### src/rtl/if_id_queue.sv
// IF/ID instruction queue: DEPTH-entry FIFO of {pc, inst, sideband} between
// instruction fetch and the decoder, with valid/ready on both sides, a
// synchronous flush for branch redirects and NOP bubbles while empty.
// All head outputs are registered and sourced from storage or the write path
// of the same edge, so there is no combinational input-to-output path.
module if_id_queue #(
    parameter int unsigned DATA_W = 32,
    parameter int unsigned PC_W   = 32,
    parameter int unsigned SB_W   = 1,
    parameter int unsigned DEPTH  = 2,
    parameter logic [DATA_W-1:0] NOP = 32'h00000013
) (
    input  logic                       clk,
    input  logic                       resetN,
    input  logic                       flushIn,
    input  logic                       inValid,
    output logic                       inReady,
    input  logic [PC_W-1:0]            pcIn,
    input  logic [DATA_W-1:0]          dataIn,
    input  logic [SB_W-1:0]            sbIn,
    output logic                       outValid,
    input  logic                       outReady,
    output logic [PC_W-1:0]            pcOut,
    output logic [DATA_W-1:0]          dataOut,
    output logic [SB_W-1:0]            sbOut,
    output logic [$clog2(DEPTH):0]     count,
    output logic                       dropErr
);

    localparam int unsigned PTR_W = $clog2(DEPTH);
    localparam int unsigned CNT_W = PTR_W + 1;
    localparam logic [CNT_W-1:0] DEPTH_C = CNT_W'(DEPTH);

    // storage (intentionally not reset)
    logic [PC_W-1:0]   pc_mem_r   [DEPTH];
    logic [DATA_W-1:0] data_mem_r [DEPTH];
    logic [SB_W-1:0]   sb_mem_r   [DEPTH];

    logic [PTR_W-1:0]  rd_ptr_r;
    logic [PTR_W-1:0]  wr_ptr_r;
    logic [CNT_W-1:0]  count_r;
    logic              out_valid_r;
    logic              in_ready_r;
    logic [PC_W-1:0]   pc_out_r;
    logic [DATA_W-1:0] data_out_r;
    logic [SB_W-1:0]   sb_out_r;
    logic [PC_W-1:0]   last_pc_r;
    logic              drop_err_r;

    logic              push_s;
    logic              pop_s;
    logic [CNT_W-1:0]  count_nxt_s;
    logic [PTR_W-1:0]  next_idx_s;
    logic [PC_W-1:0]   head_pc_s;
    logic [DATA_W-1:0] head_data_s;
    logic [SB_W-1:0]   head_sb_s;

    assign push_s = inValid & in_ready_r & ~flushIn;
    assign pop_s  = out_valid_r & outReady & ~flushIn;

    assign inReady  = in_ready_r;
    assign outValid = out_valid_r;
    assign pcOut    = pc_out_r;
    assign dataOut  = data_out_r;
    assign sbOut    = sb_out_r;
    assign count    = count_r;
    assign dropErr  = drop_err_r;

    // next occupancy from the push/pop combination
    always_comb begin
        count_nxt_s = count_r;
        case ({push_s, pop_s})
            2'b10:   count_nxt_s = count_r + CNT_W'(1);
            2'b01:   count_nxt_s = count_r - CNT_W'(1);
            default: count_nxt_s = count_r;
        endcase
    end

    // select the entry that will be at the head after this edge; if it is
    // the slot being written now, take it from the write data
    always_comb begin
        next_idx_s  = rd_ptr_r;
        head_pc_s   = {PC_W{1'b0}};
        head_data_s = {DATA_W{1'b0}};
        head_sb_s   = {SB_W{1'b0}};
        if (pop_s) begin
            next_idx_s = rd_ptr_r + PTR_W'(1);
        end else begin
            next_idx_s = rd_ptr_r;
        end
        if (push_s && (next_idx_s == wr_ptr_r)) begin
            head_pc_s   = pcIn;
            head_data_s = dataIn;
            head_sb_s   = sbIn;
        end else begin
            head_pc_s   = pc_mem_r[next_idx_s];
            head_data_s = data_mem_r[next_idx_s];
            head_sb_s   = sb_mem_r[next_idx_s];
        end
    end

    // write the tail entry on an accepted push
    always_ff @(posedge clk) begin
        if (push_s) begin
            pc_mem_r[wr_ptr_r]   <= pcIn;
            data_mem_r[wr_ptr_r] <= dataIn;
            sb_mem_r[wr_ptr_r]   <= sbIn;
        end
    end

    // pointers, occupancy, handshake flags and registered head outputs
    always_ff @(posedge clk or negedge resetN) begin
        if (!resetN) begin
            rd_ptr_r    <= {PTR_W{1'b0}};
            wr_ptr_r    <= {PTR_W{1'b0}};
            count_r     <= {CNT_W{1'b0}};
            out_valid_r <= 1'b0;
            in_ready_r  <= 1'b1;
            pc_out_r    <= {PC_W{1'b0}};
            data_out_r  <= NOP;
            sb_out_r    <= {SB_W{1'b0}};
            last_pc_r   <= {PC_W{1'b0}};
        end else if (flushIn) begin
            rd_ptr_r    <= {PTR_W{1'b0}};
            wr_ptr_r    <= {PTR_W{1'b0}};
            count_r     <= {CNT_W{1'b0}};
            out_valid_r <= 1'b0;
            in_ready_r  <= 1'b1;
            pc_out_r    <= last_pc_r;
            data_out_r  <= NOP;
            sb_out_r    <= {SB_W{1'b0}};
        end else begin
            rd_ptr_r    <= pop_s  ? rd_ptr_r + PTR_W'(1) : rd_ptr_r;
            wr_ptr_r    <= push_s ? wr_ptr_r + PTR_W'(1) : wr_ptr_r;
            count_r     <= count_nxt_s;
            out_valid_r <= (count_nxt_s != {CNT_W{1'b0}});
            in_ready_r  <= (count_nxt_s < DEPTH_C);
            last_pc_r   <= pop_s ? pc_out_r : last_pc_r;
            if (count_nxt_s != {CNT_W{1'b0}}) begin
                pc_out_r   <= head_pc_s;
                data_out_r <= head_data_s;
                sb_out_r   <= head_sb_s;
            end else begin
                pc_out_r   <= pop_s ? pc_out_r : last_pc_r;
                data_out_r <= NOP;
                sb_out_r   <= {SB_W{1'b0}};
            end
        end
    end

    // sticky overflow flag: a fetch offered while the queue cannot accept
    always_ff @(posedge clk or negedge resetN) begin
        if (!resetN) begin
            drop_err_r <= 1'b0;
        end else if (inValid && !in_ready_r) begin
            drop_err_r <= 1'b1;
        end else begin
            drop_err_r <= drop_err_r;
        end
    end

endmodule

### config.mk
export PLATFORM = sky130hd
export DESIGN_NAME = if_id_queue
export DESIGN_NICKNAME = d
export VERILOG_FILES = /design/src/rtl/if_id_queue.sv
export SDC_FILE = /design/constraint.sdc
export NUM_CORES = 1
export LEC_CHECK = 0
export CAP_MARGIN = 20
export CORE_ASPECT_RATIO = 1.5
export CORE_MARGIN = 1
export CORE_UTILIZATION = 53
export DETAILED_ROUTE_END_ITERATION = 8
export PLACE_DENSITY = 0.85
export SKIP_LAST_GASP = 1
export SLEW_MARGIN = 20
export SYNTH_ARGS = -nofsm -noshare
export SYNTH_HDL_FRONTEND = slang
export SYNTH_SLANG_ARGS = --single-unit
### constraint.sdc
create_clock -name clk -period 6.5 [get_ports clk]
set_clock_uncertainty 0.2 [all_clocks]
set_input_delay 1.3 -clock clk [delete_from_list [all_inputs] [get_ports clk]]
set_output_delay 1.3 -clock clk [all_outputs]
set_load 0.01 [all_outputs]
==> impl_metrics.py, run 1 <==
metrics = {
    "outcome": {
        "status": "finished clean",
    },
    "clocking": {
        "clock_latency_ps": 490,
        "hold_buffers": 0,
        "post_cts_buffers": 0,
        "cts_tree": "built",
        "cts_buffers": 22,
        "clk_pin_slew_ps": 70,
        "clockRootBuffer": "clkbuf_16",
        "clkSinkCount": 234,
        "ctsResizeCount": 0,
        "htree_levels": 1,
        "cts_buffer_depth": 3,
    },
    "drt": {
        "dr.pass1.iters": 5,
        "drt-total-wl_mm": 20.28,
        "wl_per_cell_um": 19.22,
        "antenna_left": 0,
        "vias": 6129,
        "drtIter0Drc": 320,
        "drc": 0,
        "vias_per_cell": 5.809,
    },
    "cells_and_area": {
        "multi_input_comb_area_mm2": 0.002293,
        "seq_area_mm2": 0.006511,
        "fill_cells": 1193,
        "final_area_mm2": 0.01125,
        "syn_to_final_growth_pct": 25.05,
        "nNetsFinal": 899,
        "drive_gt1_share_pct": 6.635,
    },
    "sta": {
        "max_freq_mhz": 233.4,
        "worstMarginPinSlew_ps": 1049,
        "finalSetupViolCount": 0,
        "slew_viol_final": 0,
        "fin_hold_ws_ps": 280.1,
        "hold_viol": 0,
        "slew_headroom_pct": 29.97,
        "rsz0062_at_grt": "no",
        "min_period_ps": 4284,
        "fin_crit_sh_pct": 65.91,
        "layout_setup_ws_ps": 2216,
        "tns_ps": 0,
    },
    "logic_synthesis": {
        "synth_edf_count": 130,
        "synthDistinctLibCells": 28,
        "ys.flop_type": "edfxtp_1",
        "syn_nets": 778,
        "ys_ff_latch": 234,
        "netlist_area_mm2": 0.008997,
        "yosys_warnings": 0,
        "ys_seq_area_share_pct": 72.37,
        "syn_inst": 707,
        "syn_area_per_cell_um2": 12.73,
        "synth-async-reset-ratio_pct": 44.44,
    },
    "grt": {
        "grt_max_degree": 67,
        "grt_use_total_pct": 24.03,
        "grt_pass1_wl_mm": 32.18,
        "antenna_found_initial": 1,
        "grt_pass1_vias": 6304,
        "overflow": 0,
    },
    "power_and_ir_drop": {
        "p_comb_share_pct": 19.3,
        "seqPwrFrac_pct": 49.6,
        "swShare_pct": 26.66,
        "p_sw_uw": 1047,
        "peakVddDrop_v": 0.0002795,
        "p_leak_uw": 0.004327,
        "power_uw": 3929,
        "power_frac_clock_pct": 31.1,
        "intPower_uw": 2881,
        "power_density_mw_per_mm2": 349.2,
    },
    "min_path": {
        "holdCritPathClass": "flip-flop to flip-flop",
    },
    "place": {
        "placed_area_mm2": 0.01056,
        "place.gp.congestion": 0.7661,
        "place_hpwl_mm": 12.00,
        "place_worst_setup_slack_ps": 1517,
        "numPortBuffers": 139,
    },
    "floorplan": {
        "die_w_um": 108.4,
        "ios": 140,
        "die_area_mm2": 0.01751,
        "core-area_mm2": 0.01669,
        "die_y_um": 161.6,
        "rows": 58,
        "start_util_pct": 53.91,
    },
    "worst_setup_path": {
        "crit_type": "input pin to flip-flop",
        "required_ps": 6710,
        "worstPathArrival_ps": 4500,
        "start_kind": "input pin",
        "crit_fanout": 34,
        "end_kind": "flip-flop",
    },
    "job": {
        "cap_viol_max_count": 0,
    },
}
worst paths after layout:
path                                     startpoint                  endpoint  slack [ps]  cells after the start
setup / recovery                            flushIn       pcOut[26]$_DFF_PN0_        2220                      9
hold / removal             last_pc_r[8]$_DFFE_PN0N_  last_pc_r[8]$_DFFE_PN0N_         280                      2
setup reg to reg                  inReady$_DFF_PN1_       pcOut[26]$_DFF_PN0_        3200                      8
hold reg to reg            last_pc_r[8]$_DFFE_PN0N_  last_pc_r[8]$_DFFE_PN0N_         280                      2
max in group asynchronous                    resetN       pcOut[23]$_DFF_PN0_        4280                      2
min in group asynchronous                    resetN     dataOut[23]$_DFF_PN0_         630                      1
power by group through the flow:
stage / registers (µW) / clock network, µW / logic [µW]
final: 1950 / 1220 / 756
after global routing: 1980 / 1300 / 831
after CTS: 1950 / 1240 / 763
after detailed placement: 1970 / 0 / 762
after global placement: 1970 / 0 / 729
after floorplan: 1990 / 0 / 329
worst max-delay path, stage by stage:
cell and delay, ps:
clkdlybuf4s50_1 580, nand3b_1 380, ha_1 390, nor2b_1 150, a22o_1 270, nor2_4 600
buf_4 450, o21ai_0 180, o21ai_1 180
placed cells by master, fill, tap and decap left out, drive strengths merged, types with 32 or more instances in the layout:
cell type and instances:
a211oi 35, o21ai 97, nand2 128, a32oi 32, edfxtp 130, clkdlybuf4s50 138, and2 35, a21oi 60
clkbuf 33, dfrtp 100
sequential cells by signal, indices dropped and copies added, names as in the netlist:
name and flops:
rd_ptr_r 1, wr_ptr_r 1, outValid 1, data_mem_r 64, pc_mem_r 64, dataOut 32
last_pc_r 32, inReady 1, sbOut 1, dropErr 1, count 2, pcOut 32
sb_mem_r 2
synthesized netlist by cell type, types with 18 or more instances:
library cell,count,area (µm²)
a211oi_1,35,262.8
a21oi_1,60,300.3
a32oi_1,32,280.3
and2_1,26,162.7
buf_2,18,90.09
clkbuf_1,30,112.6
dfrtp_1,100,2502
edfxtp_1,130,3904
nand2_1,128,480.5
o21ai_0,66,330.3
o21ai_1,31,155.2
cell type report:
type                    count  share of cell area, %
well taps                 210                  2.335
clock inverters             7                 0.5116
flip-flops and latches    234                  57.87
inverters                   5                 0.1668
repair buffers            150                  13.08
multi-input cells         415                  20.38
clock buffers              33                  5.627
diodes                      1                0.02224
kinds of logic after synthesis:
group | share of synthesized area (%)
mux | 0.2364
fa+ha+maj | 0.1390
simple gates | 8.580
compound gates | 15.03
xor+xnor | 0.6814
buf+inv | 2.962
flops | 72.37
metal layers:
layer,routed length [µm],GRT usage (%),up-vias
met1,7599,29.22,3030
li1,-,-,2813
met4,816,11.49,0
met5,0,0,-
met3,1026,3.390,60
met2,10830,41.78,226
metrics by stage:
step / std cells / utilization [%]
after floorplan: 707 / -
after global placement: 1014 / 63.18
after detailed placement: 1014 / 63.25
after CTS: 1054 / 67.38
after global routing: 1055 / 67.41
final: 1055 / 67.41
No activity file was read; power rests on OpenSTA's default activity.
==> run 2, diff against run 1 <==
- clock period: 6.5 -> 4.4 ns (I/O delays scaled with it)
==> run 2 against run 1 <==
Net effect: register-to-register slack got worse by 1700 ps; sequential cell count unchanged; count of clock-buffer cells in the layout decreased by 1; routed wire length increased by 0.91%; critical path type unchanged.
==> impl_metrics.py, run 2 (synthesis gave the netlist of run 1 again) <==
metrics = {
    "sta": {
        "finalSetupViolCount": 0,
        "slew_headroom_pct": 30.71,
        "slew_viol_final": 0,
        "hold_viol": 0,
        "min_period_ps": 3463,
        "tns_ps": 0,
        "fin_crit_sh_pct": 78.71,
        "worstMarginPinSlew_ps": 1034,
        "rsz0062_at_grt": "no",
        "max_freq_mhz": 288.8,
    },
    "place": {
        "place.gp.congestion": 0.7684,
        "numPortBuffers": 139,
        "place_hpwl_mm": 11.92,
    },
    "worst_setup_path": {
        "start_kind": "input pin",
        "crit_type": "input pin to flip-flop",
        "r2r_cells": 8,
        "required_ps": 4570,
        "crit_start": "flushIn",
        "worstReg2RegEnd": "pcOut[2]$_DFF_PN0_",
        "worstPathArrival_ps": 3630,
        "rrSetupSlack_ps": 1550,
        "end_kind": "flip-flop",
        "r2r-start": "inReady$_DFF_PN1_",
        "crit_fanout": 32,
    },
    "floorplan": {
        "die_area_mm2": 0.01751,
        "rows": 58,
        "start_util_pct": 53.91,
        "ios": 140,
        "die_y_um": 161.6,
        "die_w_um": 108.4,
        "core-area_mm2": 0.01669,
    },
    "power_and_ir_drop": {
        "peakVddDrop_v": 0.0003786,
        "power_density_mw_per_mm2": 512.2,
        "p_leak_uw": 0.004357,
    },
    "clocking": {
        "cts_buffer_depth": 3,
        "clock_latency_ps": 500,
        "clkSinkCount": 234,
        "ctsResizeCount": 0,
        "clockRootBuffer": "clkbuf_16",
        "clk_pin_slew_ps": 60,
        "hold_buffers": 0,
        "cts_buffers": 23,
        "post_cts_buffers": 0,
        "htree_levels": 1,
        "cts_tree": "built",
    },
    "min_path": {
        "holdCritPathClass": "input pin to asynchronous set/reset pin",
    },
    "grt": {
        "top_usage_layer": "met2",
        "grt_use_total_pct": 24.40,
        "grt_max_degree": 105,
        "antenna_found_initial": 2,
        "met3_usage_pct": 3.793,
        "gr-usage-met2_pct": 42.07,
        "overflow": 0,
        "grt_pass1_wl_mm": 32.76,
        "grt_pass1_vias": 6412,
        "use_met1_pct": 29.88,
    },
    "cells_and_area": {
        "mostFrequentLayoutCells": "clkdlybuf4s50_1 (138), edfxtp_1 (130), nand2_1 (128), dfrtp_1 (100), o21ai_0 (66)",
        "syn_to_final_growth_pct": 25.55,
        "nNetsFinal": 906,
        "fill_cells": 1230,
        "final_common_cell": "clkdlybuf4s50_1",
        "multi_input_comb_area_mm2": 0.002281,
        "reg_top3": "data_mem_r x64, pc_mem_r x64",
        "drive_gt1_share_pct": 7.521,
        "seq_area_mm2": 0.006511,
        "finalCoreUtilization_pct": 67.68,
    },
    "drt": {
        "wl_per_cell_um": 19.25,
        "vias": 6126,
        "drc": 0,
        "drt-total-wl_mm": 20.46,
        "drtIter0Drc": 426,
        "antenna_left": 0,
        "vias_per_cell": 5.763,
        "dr.pass1.iters": 5,
    },
    "job": {
        "cap_viol_max_count": 0,
    },
    "outcome": {
        "status": "finished clean",
    },
}
-- run 2: cell count changes in the layout (fill, tap and decap cells not counted), sizes merged --
cell,change
buf,+6
clkinv,+2
clkbuf,-1
bufinv,-1
diode,+1
clkinvlp,+1
-- run 2: how the worst max path moves through the flow --
stage          slack, ps  cells past startpoint             endpoint
3_5_place_dp         440                     10   pcOut[2]$_DFF_PN0_
3_3_place_gp         620                     10   pcOut[1]$_DFF_PN0_
6_report             940                     10   pcOut[2]$_DFF_PN0_
2_1_floorplan        380                      7  pcOut[16]$_DFF_PN0_
4_1_cts              940                     10   pcOut[2]$_DFF_PN0_
5_1_grt              770                     10   pcOut[2]$_DFF_PN0_
-- run 2: layout make-up --
type,instances,area share [%]
Antenna cell,2,0.04431
Clock buffer,32,5.572
Clock inverter,9,0.4098
Inverter,5,0.1662
Multi-Input combinational cell,415,20.19
Sequential cell,234,57.64
Tap cell,210,2.326
Timing Repair Buffer,156,13.65
-- run 2: worst max-delay path, stage by stage --
cell and delay, ps:
clkdlybuf4s50_1 670, nand3b_1 360, inv_2 70, ha_1 310, nor2b_1 160, a22o_1 340, a21o_1 210, buf_4 240
a32oi_1 220, o21ai_0 140
-- run 2: metrics by stage --
step	hold WS, ps	cell area [µm²]	std cells	worst slack (ps)	total power [µW]
floorplan	246.6	9002	707	375.4	3426
global placement	240.0	10620	1020	615.2	3997
detailed placement	250.6	10620	1020	438.7	4050
CTS	278.0	11290	1061	942.4	5823
global route	289.0	11300	1063	774.1	6045
finish	265.6	11300	1063	936.9	5785
-- run 2: metal layers --
layer / vias to the layer above / part of all wire, %
met1: 3042 / 38
met3: 41 / 5.9
met4: 0 / 3.3
met5: - / 0
met2: 227 / 52
li1: 2816 / -
-- run 2: power by group --
part           switching, µW  leakage [µW]  internal (µW)
registers                209       0.00256           2670
logic                    589       0.00146            546
clock network            777      0.000335            997
==> run 3, diff against run 2 <==
- CORE_UTILIZATION: 53 -> 48
- PLACE_DENSITY: 0.85 -> 0.81
- clock period: 4.4 -> 2.9 ns (I/O delays scaled with it)
==> run 3 against run 2 <==
Net effect: die area increased by 10%; sequential share of layout area decreased by 1.5 points; final cell count increased by 5.4%; global-route usage decreased by 1.7 points; combinational power increased by 61%; non-clock buffer count increased by 18; clock power increased by 50%; core utilization decreased by 4.9 points; worst hold slack improved by 9.8 ps; critical path type unchanged; highest routed layer unchanged.
==> impl_metrics.py, run 3 (synthesis gave the netlist of run 1 again) <==
metrics = {
    "floorplan": {
        "core-area_mm2": 0.01847,
        "die_w_um": 113.8,
        "rows": 61,
        "ios": 140,
        "die_y_um": 169.7,
        "die_area_mm2": 0.01931,
        "start_util_pct": 48.71,
    },
    "cells_and_area": {
        "syn_to_final_growth_pct": 28.79,
        "reg_top3": "data_mem_r x64, pc_mem_r x64",
        "finalNonFillerCells": 1120,
        "final_common_cell": "clkdlybuf4s50_1",
        "nNetsFinal": 923,
        "antenna_cells": 0,
        "finalCoreUtilization_pct": 62.74,
        "mostFrequentLayoutCells": "clkdlybuf4s50_1 (138), edfxtp_1 (130), nand2_1 (128), dfrtp_1 (100), o21ai_1 (70)",
        "drive_gt1_share_pct": 8.641,
    },
    "worst_setup_path": {
        "end_kind": "flip-flop",
        "crit_type": "input pin to flip-flop",
        "worstPathArrival_ps": 2780,
        "cpPeakStageDelay_ps": 490,
        "crit_fanout": 30,
        "worst_path_max_delay_cell": "clkdlybuf4s50_1",
        "path_delay_family": "buffers and inverters",
        "cp_cell_sequence": "clkdlybuf4s50_1, nand3b_1, inv_2, ha_1, nor2b_1, a22o_1, buf_4, nor2_4, buf_12, o21ai_0, o21ai_1",
        "required_ps": 3110,
        "path_buf_inv": 4,
        "start_kind": "input pin",
    },
    "power_and_ir_drop": {
        "p_comb_share_pct": 20.7,
        "peakVddDrop_v": 0.0005875,
        "intPower_uw": 6442,
        "p_leak_uw": 0.004479,
        "power_density_mw_per_mm2": 762.3,
        "swShare_pct": 27.07,
        "power_frac_clock_pct": 30.0,
        "p_sw_uw": 2391,
        "seqPwrFrac_pct": 49.3,
    },
    "drt": {
        "wl_per_cell_um": 19.14,
        "antenna_left": 0,
        "drc": 0,
        "vias_per_cell": 5.534,
        "dr.pass1.iters": 4,
        "drtIter0Drc": 457,
        "vias": 6198,
        "drt-total-wl_mm": 21.44,
    },
    "sta": {
        "slew_viol_final": 0,
        "tns_ps": 0,
        "hold_viol": 0,
        "min_period_ps": 2567,
        "fin_hold_ws_ps": 275.4,
        "fin_crit_sh_pct": 88.52,
        "worstMarginPinSlew_ps": 689.2,
        "finalSetupViolCount": 0,
        "slew_headroom_pct": 54.06,
        "rsz0062_at_grt": "no",
        "layout_setup_ws_ps": 332.8,
        "max_freq_mhz": 389.5,
    },
    "grt": {
        "grt_use_total_pct": 22.71,
        "overflow": 0,
        "antenna_found_initial": 0,
        "grt_max_degree": 65,
        "grt_pass1_vias": 6481,
        "grt_pass1_wl_mm": 33.55,
    },
    "place": {
        "place_hpwl_mm": 13.30,
        "place_worst_setup_slack_ps": -155.1,
        "placed_cells": 1079,
        "place.gp.congestion": 0.7672,
        "numPortBuffers": 139,
    },
    "clocking": {
        "clkSinkCount": 234,
        "clk_pin_slew_ps": 60,
        "cts_tree": "built",
        "cts_buffer_depth": 3,
        "htree_levels": 1,
        "cts_buffers": 22,
        "clockRootBuffer": "clkbuf_16",
        "clock_latency_ps": 500,
        "post_cts_buffers": 0,
    },
    "outcome": {
        "status": "finished clean",
    },
    "min_path": {
        "holdCritPathClass": "flip-flop to flip-flop",
    },
    "job": {
        "cap_viol_max_count": 0,
    },
}
==> run 3: cell count changes in the layout (fill, tap and decap cells not counted), sizes merged <==
cell,change
clkinv,-3
buf,+17
clkinvlp,-1
dlygate4sd3,+1
diode,-2
clkbuf,+3
==> run 3: cell type report <==
| class | count | area [µm²] |
|---|---|---|
| tap | 252 | 315.3 |
| sequential | 234 | 6511 |
| fill | 1424 | 6883 |
| timing repair buffer | 174 | 1804 |
| inverter | 5 | 18.77 |
| clock inverter | 5 | 22.52 |
| clock buffer | 35 | 630.6 |
| multi-input combinational | 415 | 2285 |
==> run 3: metrics by stage <==
stage               instance area [µm²]  total power [µW]
finish                            11590              8833
global route                      11590              9241
CTS                               11590              8903
detailed placement                10920              6255
global placement                  10920              6171
floorplan                          9114              5236
==> run 3: worst paths after layout <==
check                                    startpoint  slack (ps)  cells after the start                        end
worst max register to register    inReady$_DFF_PN1_         390                      9        pcOut[25]$_DFF_PN0_
min in group asynchronous                    resetN         420                      2      dataOut[14]$_DFF_PN0_
worst min register to register  dropErr$_DFFE_PN0P_         280                      1        dropErr$_DFFE_PN0P_
worst max-delay path                        flushIn         330                     11        pcOut[25]$_DFF_PN0_
max in group asynchronous                    resetN        1250                      3  last_pc_r[15]$_DFFE_PN0N_
worst min-delay path            dropErr$_DFFE_PN0P_         280                      1        dropErr$_DFFE_PN0P_
==> run 3: worst reg2reg max path: cells and delay by family, from the launching register on <==
kind / cells / cell delay, ps
flip-flops: 1 / 560
AO/OA/AOI/OAI: 3 / 570
AND/OR/NAND/NOR: 3 / 400
buffers and inverters: 2 / 360
adder cells (fa/ha/maj): 1 / 330
==> run 3: power by group through the flow <==
| stage | clock network, µW | registers [µW] | logic (µW) |
|---|---|---|---|
| 2_1_floorplan | 0 | 4460 | 780 |
| 3_3_place_gp | 0 | 4400 | 1780 |
| 3_5_place_dp | 0 | 4410 | 1840 |
| 4_1_cts | 2700 | 4360 | 1850 |
| 5_1_grt | 2820 | 4420 | 2010 |
| 6_report | 2650 | 4360 | 1830 |
==> run 3: layer usage <==
metal	up-vias	wire length, µm	GRT usage [%]
li1	2863	-	-
met1	3064	8028	26.02
met2	220	11470	41.49
met3	51	1203	3.750
met4	0	733	9.881
met5	-	0	0
==> run 3: what timing repair did <==
action                    in CTS  in global routing
resized for setup              0                  0
hold buffers                   1                  0
hold endpoints to repair      38                  0
